File: config.mk
export PLATFORM = sky130hd
export DESIGN_NAME = draw_image_flat
export DESIGN_NICKNAME = d
export VERILOG_FILES = /design/src/rtl/vga_pkg.sv /design/src/rtl/vga_if.sv /design/src/rtl/sig_delay.sv /design/src/rtl/draw_image.sv /design/src/flat_wrapper.sv
export SDC_FILE = /design/constraint.sdc
export NUM_CORES = 1
export LEC_CHECK = 0
export ABC_AREA = 1
export CORE_MARGIN = 5
export CORE_UTILIZATION = 50
export CTS_CLUSTER_DIAMETER = 100
export CTS_CLUSTER_SIZE = 24
export DETAILED_ROUTE_END_ITERATION = 7
export GPL_ROUTABILITY_DRIVEN = 1
export PLACE_DENSITY = 0.8
export SLEW_MARGIN = 20
export SYNTH_ARGS = -nofsm -noshare
export SYNTH_HDL_FRONTEND = slang
export SYNTH_HIERARCHICAL = 1
export SYNTH_SLANG_ARGS = --single-unit
File: constraint.sdc
create_clock -name clk -period 5.32 [get_ports clk]
set_input_delay 1.33 -clock clk [delete_from_list [all_inputs] [get_ports clk]]
set_output_delay 1.33 -clock clk [all_outputs]
set_load 0.1 [all_outputs]
File: src/rtl/vga_pkg.sv
`default_nettype none
`timescale 1ns / 1ps
// ============================================================================
// Module      : vga_pkg
// Description : 1024x768@60 timing constants shared by the VGA draw pipeline.
// Revision    : 1.0 - initial release
// ============================================================================
package vga_pkg;

    localparam int HOR_PIXELS = 1024;
    localparam int VER_PIXELS = 768;
    localparam int HOR_TOTAL  = 1344;
    localparam int VER_TOTAL  = 806;
    localparam int CNT_W      = 11;

endpackage
`default_nettype wire

File: src/rtl/vga_if.sv
`default_nettype none
`timescale 1ns / 1ps
// ============================================================================
// Module      : vga_if
// Description : VGA stream bundle (counters, syncs, blanks, colour).
// Revision    : 1.0 - initial release
// ============================================================================
interface vga_if;
    import vga_pkg::*;

    logic [CNT_W-1:0] hcount;
    logic [CNT_W-1:0] vcount;
    logic             hsync;
    logic             vsync;
    logic             hblnk;
    logic             vblnk;
    logic [11:0]      rgb;

    modport master (output hcount, vcount, hsync, vsync, hblnk, vblnk, rgb);
    modport slave  (input  hcount, vcount, hsync, vsync, hblnk, vblnk, rgb);
endinterface
`default_nettype wire

File: src/rtl/sig_delay.sv
`default_nettype none
`timescale 1ns / 1ps
// ============================================================================
// Module      : sig_delay
// Description : WIDTH-bit shift register, DEPTH stages, synchronous reset to 0.
// Revision    : 1.0 - initial release
// ============================================================================
module sig_delay #(
    parameter int WIDTH = 1,
    parameter int DEPTH = 1
) (
    input  wire logic             clk,
    input  wire logic             rst,
    input  wire logic [WIDTH-1:0] din,
    output logic      [WIDTH-1:0] dout
);

    generate
        if (DEPTH == 0) begin : g_bypass
            assign dout = din;
        end else begin : g_shift
            logic [WIDTH-1:0] stage_q [DEPTH];
            logic [WIDTH-1:0] stage_d [DEPTH];

            always_comb begin
                stage_d[0] = din;
                for (int i = 1; i < DEPTH; i++) begin
                    stage_d[i] = stage_q[i-1];
                end
            end

            always_ff @(posedge clk) begin
                if (rst) begin
                    for (int i = 0; i < DEPTH; i++) begin
                        stage_q[i] <= '0;
                    end
                end else begin
                    stage_q <= stage_d;
                end
            end

            assign dout = stage_q[DEPTH-1];
        end
    endgenerate

endmodule
`default_nettype wire

File: src/rtl/draw_image.sv
`default_nettype none
`timescale 1ns / 1ps
// ============================================================================
// Module      : draw_image
// Description : Overlays a ROM image at a frame-latched position with 2^n
//               upscaling. Optional DRAW_IMAGE_TRANSPARENCY_EN keys out
//               KEY_COLOR pixels.
// Revision    : 1.0 - initial release
// ============================================================================
module draw_image
    import vga_pkg::*;
#(
    parameter int          IMG_W       = 128,
    parameter int          IMG_H       = 96,
    parameter int          ADDR_W      = 14,
    parameter int          SCALE_LOG2  = 0,
    parameter int          ROM_LATENCY = 1,
    parameter logic [11:0] KEY_COLOR   = 12'hF0F
) (
    input  wire logic              clk,
    input  wire logic              rst,
    input  wire logic              en,
    input  wire logic [10:0]       xpos,
    input  wire logic [10:0]       ypos,
    output logic      [ADDR_W-1:0] pixel_addr,
    input  wire logic [11:0]       rgb_pixel,
    vga_if.slave                   in,
    vga_if.master                  out
);

    localparam int          LAT   = ROM_LATENCY + 1;
    localparam logic [11:0] WIN_W = 12'(IMG_W << SCALE_LOG2);
    localparam logic [11:0] WIN_H = 12'(IMG_H << SCALE_LOG2);
    localparam int          BUS_W = 2 * CNT_W + 4 + 12 + 1;

    logic              vsync_d, vsync_q;
    logic              en_l_d, en_l_q;
    logic [10:0]       xpos_l_d, xpos_l_q;
    logic [10:0]       ypos_l_d, ypos_l_q;
    logic [ADDR_W-1:0] pixel_addr_d, pixel_addr_q;
    logic [BUS_W-1:0]  bus_d, bus_q;
    logic [BUS_W-1:0]  w_bus_dly;

    logic              w_frame_start;
    logic              w_inside;
    logic [11:0]       w_x_end, w_y_end;
    logic [CNT_W-1:0]  w_dx, w_dy;

    // Latched values are bypassed on the frame-start cycle so a window that
    // begins exactly there already uses the new position.
    always_comb begin
        w_frame_start = in.vsync & ~vsync_q;
        vsync_d       = in.vsync;
        en_l_d        = en_l_q;
        xpos_l_d      = xpos_l_q;
        ypos_l_d      = ypos_l_q;
        if (w_frame_start) begin
            en_l_d   = en;
            xpos_l_d = xpos;
            ypos_l_d = ypos;
        end

        w_x_end  = {1'b0, xpos_l_d} + WIN_W;
        w_y_end  = {1'b0, ypos_l_d} + WIN_H;
        w_inside = en_l_d
                && (in.hcount >= xpos_l_d) && ({1'b0, in.hcount} < w_x_end)
                && (in.vcount >= ypos_l_d) && ({1'b0, in.vcount} < w_y_end);

        w_dx = in.hcount - xpos_l_d;
        w_dy = in.vcount - ypos_l_d;

        pixel_addr_d = '0;
        if (w_inside) begin
            pixel_addr_d = ADDR_W'(w_dy >> SCALE_LOG2) * ADDR_W'(IMG_W)
                         + ADDR_W'(w_dx >> SCALE_LOG2);
        end

        bus_d = {in.hcount, in.vcount, in.hsync, in.vsync,
                 in.hblnk, in.vblnk, in.rgb, w_inside};
    end

    always_ff @(posedge clk) begin
        if (rst) begin
            vsync_q      <= 1'b0;
            en_l_q       <= 1'b0;
            xpos_l_q     <= '0;
            ypos_l_q     <= '0;
            pixel_addr_q <= '0;
            bus_q        <= '0;
        end else begin
            vsync_q      <= vsync_d;
            en_l_q       <= en_l_d;
            xpos_l_q     <= xpos_l_d;
            ypos_l_q     <= ypos_l_d;
            pixel_addr_q <= pixel_addr_d;
            bus_q        <= bus_d;
        end
    end

    assign pixel_addr = pixel_addr_q;

    // Remaining ROM_LATENCY stages align the stream with rgb_pixel.
    sig_delay #(
        .WIDTH (BUS_W),
        .DEPTH (LAT - 1)
    ) u_sig_delay (
        .clk  (clk),
        .rst  (rst),
        .din  (bus_q),
        .dout (w_bus_dly)
    );

    logic [CNT_W-1:0] w_d_hcount, w_d_vcount;
    logic             w_d_hsync, w_d_vsync, w_d_hblnk, w_d_vblnk, w_d_inside;
    logic [11:0]      w_d_rgb;
    logic [11:0]      w_rgb_out;
    logic             w_show_rom;

    assign {w_d_hcount, w_d_vcount, w_d_hsync, w_d_vsync,
            w_d_hblnk, w_d_vblnk, w_d_rgb, w_d_inside} = w_bus_dly;

    always_comb begin
`ifdef DRAW_IMAGE_TRANSPARENCY_EN
        w_show_rom = w_d_inside && (rgb_pixel != KEY_COLOR);
`else
        w_show_rom = w_d_inside;
`endif
        w_rgb_out = w_d_rgb;
        if (w_d_hblnk || w_d_vblnk) begin
            w_rgb_out = 12'h000;
        end else if (w_show_rom) begin
            w_rgb_out = rgb_pixel;
        end
    end

    assign out.hcount = w_d_hcount;
    assign out.vcount = w_d_vcount;
    assign out.hsync  = w_d_hsync;
    assign out.vsync  = w_d_vsync;
    assign out.hblnk  = w_d_hblnk;
    assign out.vblnk  = w_d_vblnk;
    assign out.rgb    = w_rgb_out;

endmodule
`default_nettype wire
File: src/flat_wrapper.sv
// flat-port wrapper written by rule: the top's interface ports become plain ports
module draw_image_flat import vga_pkg::*;
#(
    parameter int          IMG_W       = 128,
    parameter int          IMG_H       = 96,
    parameter int          ADDR_W      = 14,
    parameter int          SCALE_LOG2  = 0,
    parameter int          ROM_LATENCY = 1,
    parameter logic [11:0] KEY_COLOR   = 12'hF0F
)
  (clk, rst, en, xpos, ypos, pixel_addr, rgb_pixel, in_hcount, in_vcount, in_hsync, in_vsync, in_hblnk, in_vblnk, in_rgb, out_hcount, out_vcount, out_hsync, out_vsync, out_hblnk, out_vblnk, out_rgb);
  vga_if in_i ();
  vga_if out_i ();
  input  wire logic clk;
  input  wire logic rst;
  input  wire logic en;
  input  wire logic [10:0] xpos;
  input  wire logic [10:0] ypos;
  output logic      [ADDR_W-1:0] pixel_addr;
  input  wire logic [11:0] rgb_pixel;
  input wire logic [$bits(in_i.hcount)-1:0] in_hcount;
  input wire logic [$bits(in_i.vcount)-1:0] in_vcount;
  input wire logic [$bits(in_i.hsync)-1:0] in_hsync;
  input wire logic [$bits(in_i.vsync)-1:0] in_vsync;
  input wire logic [$bits(in_i.hblnk)-1:0] in_hblnk;
  input wire logic [$bits(in_i.vblnk)-1:0] in_vblnk;
  input wire logic [$bits(in_i.rgb)-1:0] in_rgb;
  output wire logic [$bits(out_i.hcount)-1:0] out_hcount;
  output wire logic [$bits(out_i.vcount)-1:0] out_vcount;
  output wire logic [$bits(out_i.hsync)-1:0] out_hsync;
  output wire logic [$bits(out_i.vsync)-1:0] out_vsync;
  output wire logic [$bits(out_i.hblnk)-1:0] out_hblnk;
  output wire logic [$bits(out_i.vblnk)-1:0] out_vblnk;
  output wire logic [$bits(out_i.rgb)-1:0] out_rgb;
  assign in_i.hcount = in_hcount;
  assign in_i.vcount = in_vcount;
  assign in_i.hsync = in_hsync;
  assign in_i.vsync = in_vsync;
  assign in_i.hblnk = in_hblnk;
  assign in_i.vblnk = in_vblnk;
  assign in_i.rgb = in_rgb;
  assign out_hcount = out_i.hcount;
  assign out_vcount = out_i.vcount;
  assign out_hsync = out_i.hsync;
  assign out_vsync = out_i.vsync;
  assign out_hblnk = out_i.hblnk;
  assign out_vblnk = out_i.vblnk;
  assign out_rgb = out_i.rgb;
  draw_image #(.IMG_W(IMG_W), .IMG_H(IMG_H), .ADDR_W(ADDR_W), .SCALE_LOG2(SCALE_LOG2), .ROM_LATENCY(ROM_LATENCY), .KEY_COLOR(KEY_COLOR)) u_core (.clk(clk), .rst(rst), .en(en), .xpos(xpos), .ypos(ypos), .pixel_addr(pixel_addr), .rgb_pixel(rgb_pixel), .in(in_i), .out(out_i));
endmodule
## Word-level counts from Yosys, hierarchy flattened

Index checks and enable logic that the tools add are counted.

| storage, ports and cells | value |
|---|---|
| register bits | 116 |
| input port bits | 75 |
| output and inout bits | 52 |

| cells by class | value |
|---|---|
| add/subtract/negate cells | 5 |
| order comparisons | 4 |
| multiplexer cells | 5 |
| bitwise gates (word level) | 3 |
| reduce and logical (&&, ||, !) cells | 6 |

Operator list:

| operator | number |
|---|---|
| less-than comparator 11 x 12 -> 1 bit | 2 |
| two-way mux 12 bit | 2 |
| >= comparator 11 bit | 2 |
| two-way mux 11 bit | 2 |
| adder 14 x 11 -> 14 bit | 1 |
| adder 11 x 7 -> 12 bit (second input constant) | 1 |
| adder 11 x 8 -> 12 bit (second input constant) | 1 |
| subtractor 11 bit | 1 |
| subtractor 7 bit | 1 |
| logical AND 1 bit | 4 |
| inverter 1 bit | 2 |
| OR reduction 2 bit | 1 |
| AND 1 bit | 1 |
| logical OR 1 bit | 1 |
| two-way mux 1 bit | 1 |

## Logic depth before layout (Yosys ltp)

| depth | value |
|---|---|
| depth after elaboration | 10 |
| mapped depth | 25 |
| gate-level depth less buffers | 24 |

## By module

The synthesis kept the hierarchy.

By module, submodules not included:

| module | times used | cells each | area an instance (um^2) |
|---|---|---|---|
| draw_image | 1 | 536 | 4,157.7 |
| sig_delay | 1 | 121 | 1,106.1 |

## Worst setup path before layout

Ideal clock, no wire load.

| timing | value |
|---|---|
| path type | input -> register |
| from | input in_vsync |
| to | register u_core.pixel_addr_q[13], in the netlist u_core/pixel_addr[13] |
| setup time | 61 ps |
| arrival time | 4,318 ps |
| required time | 5,259 ps |
| path slack | 941 ps |
| cell stages on the path | 20 |
| path through | nand2_4 > buf_6 > buf_2 > mux2i_1 > ha_1 > a21oi_1 > o21ai_0 > nand4_1 > nand3_2 > xor2_1 > ha_1 > fa_1 > nand2_1 > nand2_1 > a21oi_1 > nor2_1 > nand2_1 > xor2_1 > inv_1 > nor2_4 |

| between the ends | value |
|---|---|
| longest elaborated chain between the ends | 9 |
| elaborated cells on any way between the ends | 19 |
| those cells by class | 5 x add/sub; 4 x order compare; 3 x mux; 2 x bitwise; 5 x reduce/logical |

Ends and longest elaborated chain:

| item | line | source |
|---|---|---|
| start, declared | flat_wrapper.sv:24 | `input wire logic [$bits(in_i.vsync)-1:0] in_vsync;` |
| AND 1 bit * | draw_image.sv:52 | `w_frame_start = in.vsync & ~vsync_q;` |
| two-way mux 11 bit | draw_image.sv:57 | `if (w_frame_start) begin` |
| adder 11 x 8 -> 12 bit / >= comparator 11 bit (equally long branches) | draw_image.sv:63, draw_image.sv:66 |  |
| less-than comparator 11 x 12 -> 1 bit / logical AND 1 bit (equally long branches) | draw_image.sv:66 | `&& (in.hcount >= xpos_l_d) && ({1'b0, in.hcount} < w_x_end)` |
| logical AND 1 bit | draw_image.sv:66 |  |
| logical AND 1 bit (2 in series) | draw_image.sv:67 | `&& (in.vcount >= ypos_l_d) && ({1'b0, in.vcount} < w_y_end);` |
| inverter 1 bit (no source line) | n/a |  |
| OR reduction 2 bit (no source line) | n/a |  |
| end signal, assigned | draw_image.sv:95 | `pixel_addr_q <= pixel_addr_d;` |
| end, declared | draw_image.sv:40 | `logic [ADDR_W-1:0] pixel_addr_d, pixel_addr_q;` |

Every way passes the cells marked *; elsewhere a longest branch is shown, timed or not.
A chain may end at the register's enable or synchronous reset.

## Final worst setup path

| timing | value |
|---|---|
| from | input in_vsync |
| to | register u_core.pixel_addr_q[13], in the netlist u_core/pixel_addr[13] |

| between the ends | value |
|---|---|
| longest elaborated chain between the ends | 9 |
| elaborated cells on any way between the ends | 19 |
| those cells by class | 5 x add/sub; 4 x order compare; 3 x mux; 2 x bitwise; 5 x reduce/logical |

Ends and longest elaborated chain:

| item | line | source |
|---|---|---|
| AND 1 bit | draw_image.sv:52 |  |
| two-way mux 11 bit | draw_image.sv:57 |  |
| adder 11 x 8 -> 12 bit | draw_image.sv:63 | `w_x_end = {1'b0, xpos_l_d} + WIN_W;` |
| net u_core.w_x_end[1] | draw_image.sv:46 | `logic [11:0] w_x_end, w_y_end;` |
| less-than comparator 11 x 12 -> 1 bit | draw_image.sv:66 |  |
| logical AND 1 bit | draw_image.sv:66 |  |
| logical AND 1 bit (2 in series) | draw_image.sv:67 |  |
| inverter 1 bit (no source line) | n/a |  |
| OR reduction 2 bit (no source line) | n/a |  |

The timed path passes the listed nets, and every way through them passes these cells.

==> impl_metrics.yaml <==
global_routing:
  grt_overflow_total: 0
  grt_pass1_wl_um: 19600
  track_usage_pct: 19.0
  grt_max_degree: 101
  grt_pass1_vias: 4374
  antenna_found_initial: 0
drt:
  drt_wl_total_um: 12000
  ant_nets: 0
  route.met2.wl_um: 6170
  vias: 4378
  via_per_inst: 4.68
  firstDrtPassIters: 4
  drtIter0Drc: 314
  wire_per_inst_um: 12.9
  met1Wirelength_um: 4950
  drc: 0
  wl_met3_um: 732
  routed.top_layer: "met4"
worst_hold_path:
  worstHoldPathType: "reg2reg"
timing:
  max_slew.worst_pin.slew_ns: 1.00
  fin_ws_ns: 0.569
  finalSetupViolCount: 0
  setup-tns-final_ns: 0
  slew_violations: 0
  fin_crit_sh_pct: 89.3
  fin_crit_ns: 4.75
  fmax_mhz: 210
  hold_viol_final: 0
  clock_skew_ns: 0.00874
  relSlewSlack_pct: 33.0
  rsz0062_at_grt: "false"
run:
  maxCapViolations: 0
worst_setup_path:
  critPathArrivalTime_ns: 5.20
  crit_required_ns: 5.77
  crit_path_end_kind: "flip-flop"
  cp-start-kind: "input pin"
  reg2reg_setup_slack_ns: 1.54
  cp_max_fo: 13
  path_class: "in2reg"
cts:
  clock-sinks: 115
  postCtsHoldBufs: 0
  cts_tree: "built"
  cts.path.max_buffers: 2
  clk_pin_slew_worst_paths_ns: 0.06
  cts.repair.resized: 0
  cts_buffers: 17
  clock_latency_ns: 0.50
  htree_levels: 4
  cts_root_buf: "clkbuf_8"
  post-cts-setup-buffers: 0
placement:
  dp_hpwl_um: 8860
  dp.cells: 904
  gp_congestion: 0.914
  place_ws_ns: 0.0838
  port_buffers: 126
final_layout:
  n_fill_cell: 833
  final_nets: 902
  n_antenna_cell: 0
  fin_util_pct: 69.9
  final_cells: 936
  drive_gt1_share_pct: 11.8
  area_delta_synth_final_pct: 36.4
synth:
  synth_nets: 772
  yosysTopAreaCell: "dfxtp_1"
  yosysSeqAreaShare_pct: 43.7
  yosys-top-cells-area: "dfxtp_1 44%, inv_1 9.2%, ha_1 8.8%"
  syn_area_mm2: 0.00526
  synthMostInstantiatedCell: "inv_1"
  postSynthCellCount: 657
  synth_edf_count: 0
  yosys_warnings: 6
  async_flop_share_pct: 0
  syn_avg_cell_area_um2: 8.01
  ys.flop_type: "dfxtp_1"
  yosysTopAreaCellShare_pct: 43.7
  ys_seq_elements: 115
  yosys-top-cells-count: "129 x inv_1, 119 x nor2_1, 115 x dfxtp_1"
  synth_cell_type_count: 38
floorplanning:
  core_mm2: 0.0103
  start_util_pct: 51.2
  num_io_pins: 127
  rows: 37
  die_w_um: 113
  die_h_um: 113
  fp.dieArea_mm2: 0.0127
power:
  power_density_mw_per_mm2: 372
  leakagePower_uw: 0.00341
  vdd_drop_max_v: 0.000201
outcome:
  outcome: "complete, no violations"
-- routing by layer --
metal	vias up	global-route usage, %
met2	137	34.2
met5	-	0
met4	0	6.57
met3	16	5.66
met1	1983	21.2
li1	2242	-
-- cells by family (layout without fill, tap and decap cells) --
kind of cell	Yosys count	after routing	synth area share [%]
AOI/OAI and AO/OA	54	54	6.09
xor gates and xnor gates	24	24	3.99
adders and majority gates	40	40	9.94
buffers and inverters	152	295	11.8
DFF	115	115	43.7
muxes	9	9	1.71
and+or+nand+nor	263	263	22.8
-- worst paths after layout --
| path | startpoint | endpoint | depth (start not counted) |
|---|---|---|---|
| worst max-delay path | in_vsync | u_core/pixel_addr[13] | 24 |
| worst min register to register | u_core/bus_q[11] | u_core/u_sig_delay/dout[11] | 2 |
| worst max register to register | u_core/bus_q[15] | u_core/pixel_addr[13] | 24 |
| worst min-delay path | u_core/bus_q[11] | u_core/u_sig_delay/dout[11] | 2 |
-- flip-flops by register name, summed over array words and instances (netlist names) --
signal / cells
u_core/u_sig_delay/dout: 39
u_core/bus_q: 39
u_core/ypos_l_q: 11
u_core/pixel_addr: 14
u_core/xpos_l_q: 11
u_core/en_l_q: 1
-- worst max-delay path: stages --
cell and delay [ns]:
clkdlybuf4s50_1 0.50, nand2_4 0.23, clkinv_4 0.13, or2_2 0.29
o21ai_0 0.14, inv_1 0.11, fa_1 0.44, inv_1 0.07
a21oi_1 0.06, nand2_1 0.11, nand3_1 0.08, nand2_1 0.12
nand3_1 0.08, nand2_1 0.08, xor2_1 0.10, fa_1 0.47
nand2_1 0.08, nand2_1 0.05, a21oi_1 0.20, nor2_1 0.07
nand2_1 0.10, xor2_1 0.19, inv_1 0.09, nor2_4 0.09
-- area by class of cell --
| type | instances | area, um^2 | area share [%] |
|---|---|---|---|
| timing repair buffer | 130 | 1260 | 17.5 |
| inverter | 133 | 504 | 7.02 |
| clock inverter | 14 | 176 | 2.46 |
| clock buffer | 18 | 428 | 5.96 |
| sequential | 115 | 2300 | 32.1 |
| tap | 136 | 170 | 2.37 |
| multi-input combinational | 390 | 2340 | 32.6 |
-- layout by cell type, fill, tap and decap left out, types with 9 or more instances in the layout --
master / Yosys / layout
clkbuf_16: 0 / 16
nor2_1: 119 / 119
mux2i_1: 9 / 9
nand2_1: 82 / 82
inv_1: 129 / 129
o21ai_0: 10 / 10
buf_4: 0 / 17
ha_1: 37 / 37
dfxtp_1: 115 / 115
clkdlybuf4s50_1: 0 / 113
nor2_4: 10 / 10
a21oi_1: 32 / 32
nand3_1: 22 / 22
xor2_1: 16 / 16
-- through the flow --
stage	hold slack, ns	power [uW]	area [um^2]
3_5_place_dp	0.392	1540	6580
6_report	0.398	2670	7180
2_1_floorplan	0.388	1380	5260
5_1_grt	0.412	2800	7180
3_3_place_gp	0.389	1520	6580
4_1_cts	0.400	2700	7180
-- report_power, final --
group / internal (uW) / switching [uW] / total [uW]
logic: 228 / 391 / 619
clock network: 731 / 411 / 1140
registers: 902 / 11.1 / 913
total: 1860 / 813 / 2670
No activity file was read; power rests on OpenSTA's default activity.
